<file path="config.mk">
export PLATFORM = sky130hd
export DESIGN_NAME = ahb_apb_xfer_ctrl
export DESIGN_NICKNAME = d
export VERILOG_FILES = /design/src/rtl/bridge_pkg.sv /design/src/rtl/apb_slave_decoder.sv /design/src/rtl/ahb_apb_xfer_ctrl.sv
export SDC_FILE = /design/constraint.sdc
export NUM_CORES = 1
export LEC_CHECK = 0
export CAP_MARGIN = 10
export CORE_ASPECT_RATIO = 1.25
export CORE_MARGIN = 2
export CORE_UTILIZATION = 35
export DETAILED_ROUTE_END_ITERATION = 12
export PLACE_DENSITY = 0.83
export SYNTH_ARGS = -nofsm -noshare
export SYNTH_HDL_FRONTEND = slang
export SYNTH_SLANG_ARGS = --single-unit
</file>
<file path="constraint.sdc">
create_clock -name Hclk -period 1.8 [get_ports Hclk]
set_clock_uncertainty 0.2 [all_clocks]
set_input_delay 0.27 -clock Hclk [delete_from_list [all_inputs] [get_ports Hclk]]
set_output_delay 0.27 -clock Hclk [all_outputs]
set_load 0.02 [all_outputs]
</file>
<file path="src/rtl/bridge_pkg.sv">
// Shared types and constants for the AHB-to-APB bridge control path.
package bridge_pkg;

  typedef enum logic [1:0] {
    TR_IDLE   = 2'd0,
    TR_BUSY   = 2'd1,
    TR_NONSEQ = 2'd2,
    TR_SEQ    = 2'd3
  } htrans_e;

  typedef enum logic [1:0] {
    OKAY  = 2'd0,
    ERROR = 2'd1
  } hresp_e;

  typedef enum logic [2:0] {
    IDLE,
    WWAIT,
    SETUP,
    ACCESS,
    ERR1,
    ERR2
  } state_e;

  localparam logic [2:0] HSIZE_WORD = 3'b010;
  localparam int         SLV_IDX_W  = 2;

endpackage

</file>
<file path="src/rtl/apb_slave_decoder.sv">
// Address/size decode: region hit check and APB slave index from Haddr[27:26].
module apb_slave_decoder
  import bridge_pkg::*;
#(
  parameter logic [3:0] BASE_NIB = 4'h8
) (
  input  logic [5:0]           haddr_hi,  // Haddr[31:26]
  input  logic [2:0]           hsize,
  output logic                 hit,
  output logic [SLV_IDX_W-1:0] idx
);

  assign hit = (haddr_hi[5:2] == BASE_NIB) && (hsize <= HSIZE_WORD);
  assign idx = haddr_hi[1:0];

endmodule

</file>
<file path="src/rtl/ahb_apb_xfer_ctrl.sv">
// Bridge control FSM: qualifies AHB address phases and sequences APB SETUP/ACCESS,
// inserting AHB wait states and a two-cycle ERROR response for illegal transfers.
module ahb_apb_xfer_ctrl
  import bridge_pkg::*;
#(
  parameter int         ADDR_W   = 32,
  parameter int         DATA_W   = 32,
  parameter int         NSLV     = 4,
  parameter logic [3:0] BASE_NIB = 4'h8
) (
  input  logic              Hclk,
  input  logic              Hresetn,
  input  logic [1:0]        Htrans,
  input  logic              Hwrite,
  input  logic [2:0]        Hsize,
  input  logic              Hreadyin,
  input  logic [ADDR_W-1:0] Haddr,
  input  logic [DATA_W-1:0] Hwdata,
  input  logic [DATA_W-1:0] Prdata,
  output logic              Hreadyout,
  output logic [1:0]        Hresp,
  output logic [DATA_W-1:0] Hrdata,
  output logic [NSLV-1:0]   Pselx,
  output logic [ADDR_W-1:0] Paddr,
  output logic              Pwrite,
  output logic              Penable,
  output logic [DATA_W-1:0] Pwdata
);

  state_e               state, state_nxt;
  logic                 hit, accept;
  logic [SLV_IDX_W-1:0] idx_dec, idx;

  apb_slave_decoder #(.BASE_NIB(BASE_NIB)) u_dec (
    .haddr_hi (Haddr[31:26]),
    .hsize    (Hsize),
    .hit      (hit),
    .idx      (idx_dec)
  );

  // A new address phase is only taken when the AHB side sees us ready.
  assign accept = Hreadyin
               && (Htrans == TR_NONSEQ || Htrans == TR_SEQ)
               && (state == IDLE || state == ACCESS);

  always_comb begin
    state_nxt = IDLE;
    case (state)
      IDLE, ACCESS: begin
        if (accept)
          state_nxt = !hit ? ERR1 : (Hwrite ? WWAIT : SETUP);
        else
          state_nxt = IDLE;
      end
      WWAIT:   state_nxt = SETUP;
      SETUP:   state_nxt = ACCESS;
      ERR1:    state_nxt = ERR2;
      ERR2:    state_nxt = IDLE;
      default: state_nxt = IDLE;
    endcase
  end

  always_ff @(posedge Hclk) begin
    if (!Hresetn) begin
      state  <= IDLE;
      Paddr  <= '0;
      Pwrite <= 1'b0;
      Pwdata <= '0;
      idx    <= '0;
    end else begin
      state <= state_nxt;
      if (accept) begin
        Paddr  <= Haddr;
        Pwrite <= Hwrite;
        idx    <= idx_dec;
      end
      // Write data arrives in the AHB data phase, one cycle after the address.
      if (state == WWAIT)
        Pwdata <= Hwdata;
    end
  end

  always_comb begin
    Pselx = '0;
    if (state == SETUP || state == ACCESS)
      Pselx = NSLV'(1) << idx;
  end

  assign Penable   = (state == ACCESS);
  assign Hreadyout = !(state == WWAIT || state == SETUP || state == ERR1);
  assign Hresp     = (state == ERR1 || state == ERR2) ? ERROR : OKAY;
  assign Hrdata    = Prdata;

endmodule

</file>
==> impl_metrics.tcl <==
set metrics [dict create \
    totalWireLength_microns 7850 \
    cts_max_level 3 \
    synthMostInstantiatedCell "nand2_1" \
    setup_viol 1 \
    drive_gt1_share_pct 11.4 \
    ioPinCount 210 \
    grt_pass1_vias 2722 \
    n_antenna_cell 0 \
    powerDensity_nw_per_um2 837 \
    cts_root_buffer "clkbuf_8" \
    layout_min_cycle_time_ns 1.82 \
    rows 37 \
    nNetsFinal 573 \
    max_freq_ghz 0.551 \
    whs_ns 0.211 \
    violations "setup timing" \
    worstPathArrival_ns 1.35 \
    worstHoldPathType "input port to flop" \
    synth_ff_type "dfxtp_1" \
    vias 2663 \
    drtIter0Drc 62 \
    synth_cell_type_count 28 \
    synthTopCellsByArea "dfxtp_1 47%, nand2_1 17%, a21boi_1 10%" \
    synth_nets 455 \
    cts_tree "built" \
    antenna_found_initial 0 \
    critPathCaptureType "output pin" \
    clk_pin_slew_worst_paths_ns 0.08 \
    leakage_uw 0.00257 \
    ys_warn_count 0 \
    cts_buffers 9 \
    slowest_delay_ns 0.33 \
    synth_cells 350 \
    worst_ep_required_time_ns 1.33 \
    hold_violations 0 \
    async_flop_share_pct 0 \
    grt_pass1_wl_microns 12200 \
    path_class "flop to output pin" \
    route.detailed.drc 0 \
    drtAntennaViolNets 0 \
    power_uw 3910 \
    area_growth_syn_to_layout_pct 59.9 \
    stdcell_count 570 \
    ys_seq_elements 68 \
    status "finished with violations" \
    dr.pass1.iters 4 \
    synth_top_area_cell "dfxtp_1" \
    clock_path_buffers 2 \
    grt_max_degree 69 \
    dp_cells 552 \
    wl_per_cell_microns 13.8 \
    critPathMaxFanout 4 \
    synth_area_per_cell_sq_um 8.34 \
    syn-cell-area_sq_um 2920 \
    drv_cap 0 \
    setup_slack_ns -0.0153 \
    fp.dieW_microns 85.7 \
    dp_hpwl_microns 5420 \
    start_util_pct 35.8 \
    cts.sinks 68 \
    grt_usage_pct 16.9 \
    fin_crit_sh_pct 101 \
    finalSetupTns_ns -0.0153 \
    coreArea_sq_um 8150 \
    ys_top_cells_by_count "136 x nand2_1, 68 x dfxtp_1, 39 x a21boi_1" \
    io_buffers 143 \
    gp_congestion 0.723 \
    worstSkewPairLatency_ns 0.34 \
    cp-start-kind "flop" \
    final_util_pct 57.3 \
    final_max_slew_viol_count 0 \
    critPathSlowestCell "dfxtp_2" \
    path_cells "buf_6 > or2b_1 > nor2_4 > nor2_2 > buf_6" \
    ir_drop_mv 0.494 \
    yosysSeqAreaShare_pct 46.6 \
    cp_common_cell "buf_6" \
    die_h_microns 106 \
    rsz0062_at_grt "true" \
    yosys.area.top_type_share_pct 46.6 \
    vias_per_cell 4.67 \
    grt_remaining_overflow 0 \
    synth_edf_count 0 \
    die-area_sq_um 9090 \
]
per-stage QoR:
stage,setup slack [ns],cell area [sq um]
2_1_floorplan,0.0883,2920
3_3_place_gp,-0.142,4260
3_5_place_dp,-0.129,4260
4_1_cts,-0.0841,4460
5_1_grt,-0.101,4670
6_report,-0.0153,4670
registers in the layout, summed over array words and instances (netlist names):
| name | cells |
|---|---|
| state | 3 |
| Pwrite | 1 |
| Paddr | 32 |
| Pwdata | 32 |
routing by layer:
metal  wire [microns]  global-route usage [%]  vias up
li1                 -                       -     1321
met1             2920                    15.9     1203
met2             3990                    30.5      109
met3              671                    5.90       30
met4              277                    11.1        0
met5                0                       0        -
path summary, 6_finish.rpt:
| kind | start | end | slack [ns] | depth (start not counted) |
|---|---|---|---|---|
| worst max-delay path | state[1]$_SDFF_PN0_ | Hreadyout | -0.02 | 5 |
| worst min register to register | Paddr[14]$_SDFFE_PN0N_ | Paddr[14]$_SDFFE_PN0N_ | 0.25 | 2 |
| worst max register to register | state[1]$_SDFF_PN0_ | Paddr[7]$_SDFFE_PN0N_ | 0.02 | 7 |
| worst min-delay path | Hresetn | state[1]$_SDFF_PN0_ | 0.21 | 3 |
power by group:
| part | internal, uW | switching [uW] |
|---|---|---|
| combinational | 464 | 422 |
| sequential | 1600 | 50.9 |
| clock | 780 | 591 |
| total | 2850 | 1060 |
kinds of logic after synthesis:
logic type	after synthesis	synth area share (%)
AND/OR/NAND/NOR	154	21.5
AO/OA/AOI/OAI	71	18.3
flip-flops	68	46.6
buffers and inverters	55	12.9
XOR/XNOR	1	0.557
other	1	0.128
final cells by class:
type	instances	area (sq um)
fillers	697	3480
repair buffers	161	1750
flip-flops and latches	68	1360
multi-input cells	227	1220
clock buffers	10	128
well taps	97	121
clock inverters	6	88.8
inverters	1	3.75
cells in the final DEF, fill, tap and decap left out, types with 4 or more instances in the layout:
| master | instances |
|---|---|
| buf_4 | 12 |
| dlymetal6s2s_1 | 49 |
| a21boi_1 | 40 |
| clkdlybuf4s50_1 | 81 |
| nor2_1 | 4 |
| dlygate4sd2_1 | 5 |
| clkbuf_8 | 9 |
| dfxtp_1 | 67 |
| buf_2 | 5 |
| nand2_1 | 132 |
| a21boi_0 | 25 |
| nand2_2 | 4 |
| buf_12 | 4 |
worst max-delay path, delay by kind of cell, from the launching register on:
family | cells | cell delay (ns)
buffers and inverters | 2 | 0.23
AND/OR/NAND/NOR | 3 | 0.44
flip-flops | 1 | 0.33
what timing repair did:
action | in CTS | in global routing
endpoints found under the setup margin | 12 | 92
buffers inserted | 0 | 1
pin swaps | 0 | 3
hold buffers | 0 | 0
endpoints found under the hold margin | 0 | 0
gates resized for setup | 37 | 60
cloned | 0 | 2
Note: power is estimated with default switching activity, not from simulation.
